$ cat config.mk
export PLATFORM = sky130hd
export DESIGN_NAME = apb_requester_flat
export DESIGN_NICKNAME = d
export VERILOG_FILES = /design/src/rtl/apb_requester_if.sv /design/src/rtl/apb_requester.sv /design/src/flat_wrapper.sv
export SDC_FILE = /design/constraint.sdc
export NUM_CORES = 1
export LEC_CHECK = 0
export BUFFER_PORTS_ARGS = -buffer_cell sky130_fd_sc_hd__buf_2
export CAP_MARGIN = 10
export CORE_ASPECT_RATIO = 1.2
export CORE_MARGIN = 2
export CORE_UTILIZATION = 50
export CTS_BUF_LIST = sky130_fd_sc_hd__clkbuf_4 sky130_fd_sc_hd__clkbuf_8
export CTS_CLUSTER_SIZE = 24
export DETAILED_ROUTE_END_ITERATION = 6
export GPL_TIMING_DRIVEN = 0
export PLACE_DENSITY = 0.85
export SLEW_MARGIN = 5
export SYNTH_ARGS = -nofsm -noshare
export SYNTH_HDL_FRONTEND = slang
export SYNTH_SLANG_ARGS = --single-unit
export TNS_END_PERCENT = 50
$ cat constraint.sdc
create_clock -name pclk -period 3.4 [get_ports pclk]
set_clock_uncertainty 0.05 [all_clocks]
set_input_delay 0.51 -clock pclk [delete_from_list [all_inputs] [get_ports pclk]]
set_output_delay 0.51 -clock pclk [all_outputs]
set_load 0.02 [all_outputs]
$ cat src/rtl/apb_requester_if.sv
// Command/response port plus APB bus for the single-outstanding APB requester.
interface apb_requester_if #(
    parameter int unsigned ADDR_WIDTH = 32,
    parameter int unsigned DATA_WIDTH = 32
) ();
    // Command side
    logic                  cmd_valid;
    logic                  cmd_ready;
    logic                  cmd_write;
    logic [ADDR_WIDTH-1:0] cmd_addr;
    logic [DATA_WIDTH-1:0] cmd_wdata;

    // Response side
    logic                  rsp_valid;
    logic [DATA_WIDTH-1:0] rsp_rdata;
    logic                  rsp_err;
    logic                  rsp_timeout;

    // APB side
    logic                  psel;
    logic                  penable;
    logic [ADDR_WIDTH-1:0] paddr;
    logic                  pwrite;
    logic [DATA_WIDTH-1:0] pwdata;
    logic                  pready;
    logic [DATA_WIDTH-1:0] prdata;
    logic                  pslverr;

    // Requester view
    modport master (
        input  cmd_valid, cmd_write, cmd_addr, cmd_wdata,
        output cmd_ready,
        output rsp_valid, rsp_rdata, rsp_err, rsp_timeout,
        output psel, penable, paddr, pwrite, pwdata,
        input  pready, prdata, pslverr
    );

    // Environment view (command source, response sink and APB peripheral)
    modport slave (
        output cmd_valid, cmd_write, cmd_addr, cmd_wdata,
        input  cmd_ready,
        input  rsp_valid, rsp_rdata, rsp_err, rsp_timeout,
        input  psel, penable, paddr, pwrite, pwdata,
        output pready, prdata, pslverr
    );
endinterface

$ cat src/rtl/apb_requester.sv
// Single-outstanding APB requester: valid/ready command in, SETUP/ACCESS sequencing,
// wait-state timeout, one-cycle response pulse out. All bus and response outputs registered.
module apb_requester #(
    parameter int unsigned ADDR_WIDTH     = 32,
    parameter int unsigned DATA_WIDTH     = 32,
    parameter int unsigned ALIGNBITS      = 2,
    parameter int unsigned TIMEOUT_CYCLES = 16
) (
    input logic             pclk,
    input logic             preset,
    apb_requester_if.master bus
);

    typedef enum logic [1:0] {StIdle, StSetup, StAccess, StReject} state_e;

    // Wait counter value at which a stalled ACCESS is abandoned
    localparam logic [7:0] WaitLast = 8'(TIMEOUT_CYCLES - 1);

    state_e                state_q, state_d;
    logic [7:0]            wait_cnt_q, wait_cnt_d;
    logic                  psel_q, psel_d;
    logic                  penable_q, penable_d;
    logic [ADDR_WIDTH-1:0] paddr_q, paddr_d;
    logic                  pwrite_q, pwrite_d;
    logic [DATA_WIDTH-1:0] pwdata_q, pwdata_d;
    logic                  rsp_valid_q, rsp_valid_d;
    logic [DATA_WIDTH-1:0] rsp_rdata_q, rsp_rdata_d;
    logic                  rsp_err_q, rsp_err_d;
    logic                  rsp_timeout_q, rsp_timeout_d;

    logic cmd_ready;
    logic accept;
    logic misaligned;

    // Ready in IDLE, or in the ACCESS completion cycle so a new command can chain
    always_comb begin
        cmd_ready  = (state_q == StIdle) || ((state_q == StAccess) && bus.pready);
        accept     = bus.cmd_valid && cmd_ready;
        misaligned = |bus.cmd_addr[ALIGNBITS-1:0];
    end

    // Next-state and next-output logic
    always_comb begin
        state_d       = state_q;
        wait_cnt_d    = wait_cnt_q;
        psel_d        = psel_q;
        penable_d     = penable_q;
        paddr_d       = paddr_q;
        pwrite_d      = pwrite_q;
        pwdata_d      = pwdata_q;
        rsp_valid_d   = 1'b0;
        rsp_rdata_d   = '0;
        rsp_err_d     = 1'b0;
        rsp_timeout_d = 1'b0;

        unique case (state_q)
            StIdle: begin
                psel_d    = 1'b0;
                penable_d = 1'b0;
            end
            StSetup: begin
                state_d    = StAccess;
                penable_d  = 1'b1;
                wait_cnt_d = '0;
            end
            StAccess: begin
                if (bus.pready) begin
                    state_d     = StIdle;
                    psel_d      = 1'b0;
                    penable_d   = 1'b0;
                    rsp_valid_d = 1'b1;
                    rsp_err_d   = bus.pslverr;
                    if (!pwrite_q && !bus.pslverr) begin
                        rsp_rdata_d = bus.prdata;
                    end
                end else if (wait_cnt_q == WaitLast) begin
                    state_d       = StIdle;
                    psel_d        = 1'b0;
                    penable_d     = 1'b0;
                    rsp_valid_d   = 1'b1;
                    rsp_err_d     = 1'b1;
                    rsp_timeout_d = 1'b1;
                end else begin
                    wait_cnt_d = wait_cnt_q + 8'd1;
                end
            end
            StReject: begin
                state_d     = StIdle;
                rsp_valid_d = 1'b1;
                rsp_err_d   = 1'b1;
            end
            default: begin
                state_d   = StIdle;
                psel_d    = 1'b0;
                penable_d = 1'b0;
            end
        endcase

        // Acceptance overrides the idle/completion transition; psel stays high when chaining
        if (accept) begin
            paddr_d   = bus.cmd_addr;
            pwrite_d  = bus.cmd_write;
            pwdata_d  = bus.cmd_write ? bus.cmd_wdata : '0;
            penable_d = 1'b0;
            if (misaligned) begin
                state_d = StReject;
                psel_d  = 1'b0;
            end else begin
                state_d = StSetup;
                psel_d  = 1'b1;
            end
        end
    end

    // State and registered outputs, synchronous active-high reset
    always_ff @(posedge pclk) begin
        if (preset) begin
            state_q       <= StIdle;
            wait_cnt_q    <= '0;
            psel_q        <= 1'b0;
            penable_q     <= 1'b0;
            paddr_q       <= '0;
            pwrite_q      <= 1'b0;
            pwdata_q      <= '0;
            rsp_valid_q   <= 1'b0;
            rsp_rdata_q   <= '0;
            rsp_err_q     <= 1'b0;
            rsp_timeout_q <= 1'b0;
        end else begin
            state_q       <= state_d;
            wait_cnt_q    <= wait_cnt_d;
            psel_q        <= psel_d;
            penable_q     <= penable_d;
            paddr_q       <= paddr_d;
            pwrite_q      <= pwrite_d;
            pwdata_q      <= pwdata_d;
            rsp_valid_q   <= rsp_valid_d;
            rsp_rdata_q   <= rsp_rdata_d;
            rsp_err_q     <= rsp_err_d;
            rsp_timeout_q <= rsp_timeout_d;
        end
    end

    assign bus.cmd_ready   = cmd_ready;
    assign bus.psel        = psel_q;
    assign bus.penable     = penable_q;
    assign bus.paddr       = paddr_q;
    assign bus.pwrite      = pwrite_q;
    assign bus.pwdata      = pwdata_q;
    assign bus.rsp_valid   = rsp_valid_q;
    assign bus.rsp_rdata   = rsp_rdata_q;
    assign bus.rsp_err     = rsp_err_q;
    assign bus.rsp_timeout = rsp_timeout_q;

endmodule

$ cat src/flat_wrapper.sv
// flat-port wrapper written by rule: the top's interface ports become plain ports
module apb_requester_flat 
#(
    parameter int unsigned ADDR_WIDTH     = 32,
    parameter int unsigned DATA_WIDTH     = 32,
    parameter int unsigned ALIGNBITS      = 2,
    parameter int unsigned TIMEOUT_CYCLES = 16
)
  (pclk, preset, bus_cmd_valid, bus_cmd_write, bus_cmd_addr, bus_cmd_wdata, bus_cmd_ready, bus_rsp_valid, bus_rsp_rdata, bus_rsp_err, bus_rsp_timeout, bus_psel, bus_penable, bus_paddr, bus_pwrite, bus_pwdata, bus_pready, bus_prdata, bus_pslverr);
  apb_requester_if #(.ADDR_WIDTH(ADDR_WIDTH), .DATA_WIDTH(DATA_WIDTH)) bus_i ();
  input logic pclk;
  input logic preset;
  input wire logic [$bits(bus_i.cmd_valid)-1:0] bus_cmd_valid;
  input wire logic [$bits(bus_i.cmd_write)-1:0] bus_cmd_write;
  input wire logic [$bits(bus_i.cmd_addr)-1:0] bus_cmd_addr;
  input wire logic [$bits(bus_i.cmd_wdata)-1:0] bus_cmd_wdata;
  output wire logic [$bits(bus_i.cmd_ready)-1:0] bus_cmd_ready;
  output wire logic [$bits(bus_i.rsp_valid)-1:0] bus_rsp_valid;
  output wire logic [$bits(bus_i.rsp_rdata)-1:0] bus_rsp_rdata;
  output wire logic [$bits(bus_i.rsp_err)-1:0] bus_rsp_err;
  output wire logic [$bits(bus_i.rsp_timeout)-1:0] bus_rsp_timeout;
  output wire logic [$bits(bus_i.psel)-1:0] bus_psel;
  output wire logic [$bits(bus_i.penable)-1:0] bus_penable;
  output wire logic [$bits(bus_i.paddr)-1:0] bus_paddr;
  output wire logic [$bits(bus_i.pwrite)-1:0] bus_pwrite;
  output wire logic [$bits(bus_i.pwdata)-1:0] bus_pwdata;
  input wire logic [$bits(bus_i.pready)-1:0] bus_pready;
  input wire logic [$bits(bus_i.prdata)-1:0] bus_prdata;
  input wire logic [$bits(bus_i.pslverr)-1:0] bus_pslverr;
  assign bus_i.cmd_valid = bus_cmd_valid;
  assign bus_i.cmd_write = bus_cmd_write;
  assign bus_i.cmd_addr = bus_cmd_addr;
  assign bus_i.cmd_wdata = bus_cmd_wdata;
  assign bus_cmd_ready = bus_i.cmd_ready;
  assign bus_rsp_valid = bus_i.rsp_valid;
  assign bus_rsp_rdata = bus_i.rsp_rdata;
  assign bus_rsp_err = bus_i.rsp_err;
  assign bus_rsp_timeout = bus_i.rsp_timeout;
  assign bus_psel = bus_i.psel;
  assign bus_penable = bus_i.penable;
  assign bus_paddr = bus_i.paddr;
  assign bus_pwrite = bus_i.pwrite;
  assign bus_pwdata = bus_i.pwdata;
  assign bus_i.pready = bus_pready;
  assign bus_i.prdata = bus_prdata;
  assign bus_i.pslverr = bus_pslverr;
  apb_requester #(.ADDR_WIDTH(ADDR_WIDTH), .DATA_WIDTH(DATA_WIDTH), .ALIGNBITS(ALIGNBITS), .TIMEOUT_CYCLES(TIMEOUT_CYCLES)) u_core (.pclk(pclk), .preset(preset), .bus(bus_i));
endmodule
# Yosys cells after proc, flatten, opt, wreduce, memory -nomap -nowiden
# Index checks and enable logic that the tools add are counted.
[totals] out_inout_bits=103 word_cells=62 reg_bits=112
[op_classes] eq_ne=8 n_addsub=1 mux=20 n_bitwise=3 n_reduce_logical=19
[ops] op="32-bit two-way mux" count=1
[ops] op="8-bit two-way mux" count=2
[ops] op="8-bit one-hot mux with 2 select lines" count=1
[ops] op="8-bit by 1-bit adder with 8-bit output (second input constant)" count=1
[ops] op="8-bit by 4-bit == test with 1-bit output (second input constant)" count=1
[ops] op="2-bit two-way mux" count=4
[ops] op="1-bit two-way mux" count=7
[ops] op="1-bit one-hot mux with 2 select lines" count=3
[ops] op="2-bit one-hot mux with 3 select lines" count=1
[ops] op="2-bit AND reduction" count=3
[ops] op="3-bit nonzero test" count=2
[ops] op="2-bit == test (second input constant)" count=2
[ops] op="2-bit != test (second input constant)" count=2
[ops] op="4-bit by 3-bit != test with 1-bit output (second input constant)" count=1
[ops] op="4-bit nonzero test" count=1
[ops] op="2-bit OR reduction" count=2
[ops] op="4-bit OR reduction" count=1
[ops] op="1-bit logical AND" count=3
[ops] op="3-bit != test (second input constant)" count=1
[ops] op="1-bit NOT" count=3
[ops] op="1-bit one-hot mux with 3 select lines" count=1
[ops] op="3-bit AND reduction" count=1
[ops] op="3-bit OR reduction" count=1
[ops] op="2-bit by 1-bit == test with 1-bit output (second input constant)" count=1
[ops] op="other kinds (4)" count=5

# Depth between registers and ports, before layout
[logic_depth] ltp_word=6 mapped_depth=6 ltp_nobuf=5

# Worst setup path before layout
# No wires, ideal clock.
[synth_path] kind="flip-flop to flip-flop" from="register u_core.wait_cnt_q[0]" to="register u_core.wait_cnt_q[6]" setup_slack_ps=1793 arrival_ps=1435 t_required_ps=3228 path_stages_with_launch=7 setup_ps=122 path_cell_list="dfxtp_1 -> ha_1 -> and3_1 -> buf_2 -> a21oi_2 -> nand2_1 -> a311o_1"
[synth_between] elab_chain_cells=4 elab_cells_between_ends=7 classes_between="1 x add/sub; 2 x eq/ne; 3 x mux; 1 x reduce/logical"
[synth_lines] element="start: declaration" line="apb_requester.sv:20" source="logic [7:0] wait_cnt_q, wait_cnt_d;"
[synth_lines] element="start signal: assignment" line="apb_requester.sv:131" source="wait_cnt_q <= wait_cnt_d;"
[synth_lines] element="8-bit by 1-bit adder with 8-bit output" line="apb_requester.sv:84" source="wait_cnt_d = wait_cnt_q + 8'd1;"
[synth_lines] element="8-bit two-way mux" line="apb_requester.sv:76" source="end else if (wait_cnt_q == WaitLast) begin"
[synth_lines] element="8-bit two-way mux" line="apb_requester.sv:67" source="if (bus.pready) begin"
[synth_lines] element="8-bit one-hot mux with 2 select lines" line="apb_requester.sv:56" source="unique case (state_q)"
# Parallel ways exist; a longest one is shown, timed or not. The select of a mux whose other input is x is not followed.
# A chain may end at the register's enable or synchronous reset.

# Worst setup path in the final report
# Ends and elaborated chain as after synthesis.

==> results.md <==
* CP arrival at approximately 2100 ps
* YS warnings at 0
* Port Buffer Count at approximately 200
* Antenna diodes at 0
* Sequential area share after synthesis at between 50% and 60%
* Crit-path leading delay family: compound AO/OA/AOI/OAI gates
* Post-DP HPWL at 7.36 mm
* Worst path max stage delay at 380 ps
* Pwr dens at 484 mW/mm^2
* Filler Cell Count at 640
* Routability congestion estimate at 0.866
* Lkg Pwr at 0.00259 uW
* H-tree levels at 3
* CTS buffer count at 9
* Row count at 35
* Layout cells sized above 1 at between 40 and 50%
* Routed Antenna Nets at 0
* Root Driver: clkbuf_8
* Max FO, Critical Path at 7
* Post-synth EDFFs at 0
* Synthesized flop and latch total at 112
* Vias in the first global route at 3,394
* Yosys top cell by area: dfxtp_1
* Worst skew pair latency at 360 ps
* Design Power at around 2500 uW
* Synth Net Count at roughly 470
* Detailed-route via count at 3,405
* Pre-CTS setup slack at 1510 ps
* Slowest cell on crit path: dfxtp_1
* Clock sinks at 112
* CP Buf/Inv Count at 1
* DR DRC count at 0
* RSZ-0062 raised after global routing: false
* Vias per inst at 4.99
* Final setup margin at 1520 ps
* FMAX at between 0.5 and 0.6 GHz
* Status: finished clean
* First-pass GRT wire length at ~15 mm
* Die span in x at ~84 um
* Core footprint at 0.00758 mm^2
* Hold Fails Final Rpt at 0
* CTS tree: done
* Synth-to-Final Area Change at 34.8%
* Post-Route WL at 9.55 mm
* Area contributors post-synth: dfxtp_1 (58%), a22o_1 (7.3%), nand2_1 (7.0%), and2_1 (5.5%), a21oi_1 (4.8%)
* Antenna violations before repair at 0
* Clock buffer depth at 2
* Critical Path Source: u_core.wait_cnt_q[0]
* Setup TNS at 0 ps
* Worst r2r src: u_core.wait_cnt_q[0]
* CTS Hold Bufs at 0
* Startpoint Class: flip-flop
* Share of synthesized registers carrying an async set or reset at 0%
* Initial DRC count at 180
* Pin count of the biggest net entering global routing at 23
* GR Overflow Total at 0
* Total Nets Final at 688
* Initial core utilization at 50.8%
* Distinct cells, synth at 45
* Clock-pin slew on the worst setup and hold paths at 120 ps
* Ys flop type: dfxtp_1
* Worst relative slew slack at 70.7%
* DR WL/cell at 14.0 um
* Critical Path End Type: flip-flop
* Final Max Tran Viols at 0
* Post-cts repair resize count at 0
* IO Pins at 205
* Fin crit share at 55.2%
* Tightest Pin Transition at 439 ps
* DRT Pass-1 Iters at 4
* Total GRT Usage at 22.6%
* Chip Height at 100 um
* Die area at 0.00842 mm^2
* Worst ir drop on vdd at 333 uV
* Critical path class: flip-flop to flip-flop
* CP Cell Sequence: ha_1 -> and3_1 -> buf_2 -> a21oi_2 -> nand2_1 -> a311o_1
* Post-route minimum period at 1880 ps
* Hold path startpoint: bus_prdata[6]
* Mapped cell area at 0.00385 mm^2
* Synth top area share at between 50% and 60%
* Final setup viols at 0
* Worst Hold Class: input port to flip-flop
* R2r setup slk at 1520 ps
* # Post-CTS Setup Buffers at 0
* Max-cap violations at 0
* Syn_area_per_cell at 10.4 um^2
* Worst endpoint required time at roughly 3600 ps
* Mapped Cells at 371
-- metal layers --
layer	vias up	global-route usage (%)	routed length (um)
met4	0	8.68	239
met1	1551	25.1	3790
li1	1691	-	-
met3	18	6.17	670
met2	145	41.1	4850
met5	-	0	0
-- worst register-to-register path, stage by stage, from the launching register on --
cell     delay [ps]
dfxtp_1         380
ha_1            260
and3_1          180
buf_2           160
a21oi_2         230
nand2_1         170
a311o_1         340
-- stage by stage --
stage	area, um^2	instances	util (%)	hold WS, ps
2_1_floorplan	3850	371	-	414
3_3_place_gp	4980	666	65.7	389
3_5_place_dp	4980	666	65.7	393
4_1_cts	5190	682	68.5	260
5_1_grt	5190	682	68.5	254
6_report	5190	682	68.5	271
-- layout make-up --
| cell class | count | area [um^2] | area share, % |
|---|---|---|---|
| Inverter | 2 | 7.51 | 0.145 |
| Timing Repair Buffer | 203 | 1020 | 19.6 |
| Sequential cell | 112 | 2240 | 43.2 |
| Clock inverter | 7 | 83.8 | 1.62 |
| Multi-Input combinational cell | 233 | 1440 | 27.7 |
| Buffer | 24 | 164 | 3.16 |
| Clock buffer | 9 | 124 | 2.39 |
| Tap cell | 92 | 115 | 2.22 |
-- worst paths after layout --
kind / end / cells past startpoint
worst max-delay path: u_core.wait_cnt_q[6] / 6
worst min-delay path: u_core.bus.rsp_rdata[6] / 2
worst max register to register: u_core.wait_cnt_q[6] / 6
worst min register to register: u_core.bus.paddr[3] / 2
-- Yosys cell counts, types with 2 or more instances --
master and instances:
nand2_1 72, nand3_1 3, nand2b_1 2, buf_2 8, nor2_1 8, nand4_1 2, inv_1 2, clkbuf_1 7
nor2b_1 4, xnor2_1 2, nor4_4 2, dfxtp_1 112, o21ai_0 4, and3_1 2, buf_6 8, and2_1 34
a21oi_1 37, nor3_1 3, nand2b_4 2, a22o_1 32
-- state kept, by name, summed over array words and instances (netlist names) --
name / cells
u_core.bus.pwrite: 1
u_core.bus.rsp_valid: 1
u_core.bus.rsp_rdata: 32
u_core.bus.pwdata: 32
u_core.bus.psel: 1
u_core.bus.paddr: 32
u_core.bus.penable: 1
u_core.state_q: 2
u_core.wait_cnt_q: 8
u_core.bus.rsp_timeout: 1
u_core.bus.rsp_err: 1
-- logic make-up (layout without fill, tap and decap cells) --
kind of cell	count (synthesis)	in the layout	synth area share, %
AND/OR/NAND/NOR	145	145	20.8
flip-flops	112	112	58.3
AO/OA/AOI/OAI	84	84	15.4
buffers and inverters	26	245	4.45
XOR/XNOR	2	2	0.455
adder cells (fa/ha/maj)	1	1	0.325
multiplexers	1	1	0.260
-- cells in the final DEF (no fill, tap or decap), types with 3 or more instances in the layout --
cell type	instances
inv_6	3
nand3_1	3
a22o_1	32
nor2b_1	4
buf_2	211
nand2_1	72
nor3_1	3
and2_1	34
buf_6	8
nor2_1	8
dfxtp_1	112
a21oi_1	37
clkinv_8	3
clkbuf_1	7
clkbuf_8	9
o21ai_0	4
-- power by group --
group	total, uW	switching [uW]	leakage [uW]	internal, uW
registers	1390	28.4	0.000911	1360
logic	331	193	0.00158	138
clock network	789	494	0.000103	295
total	2510	716	0.00259	1800
No activity file was read; power rests on OpenSTA's default activity.
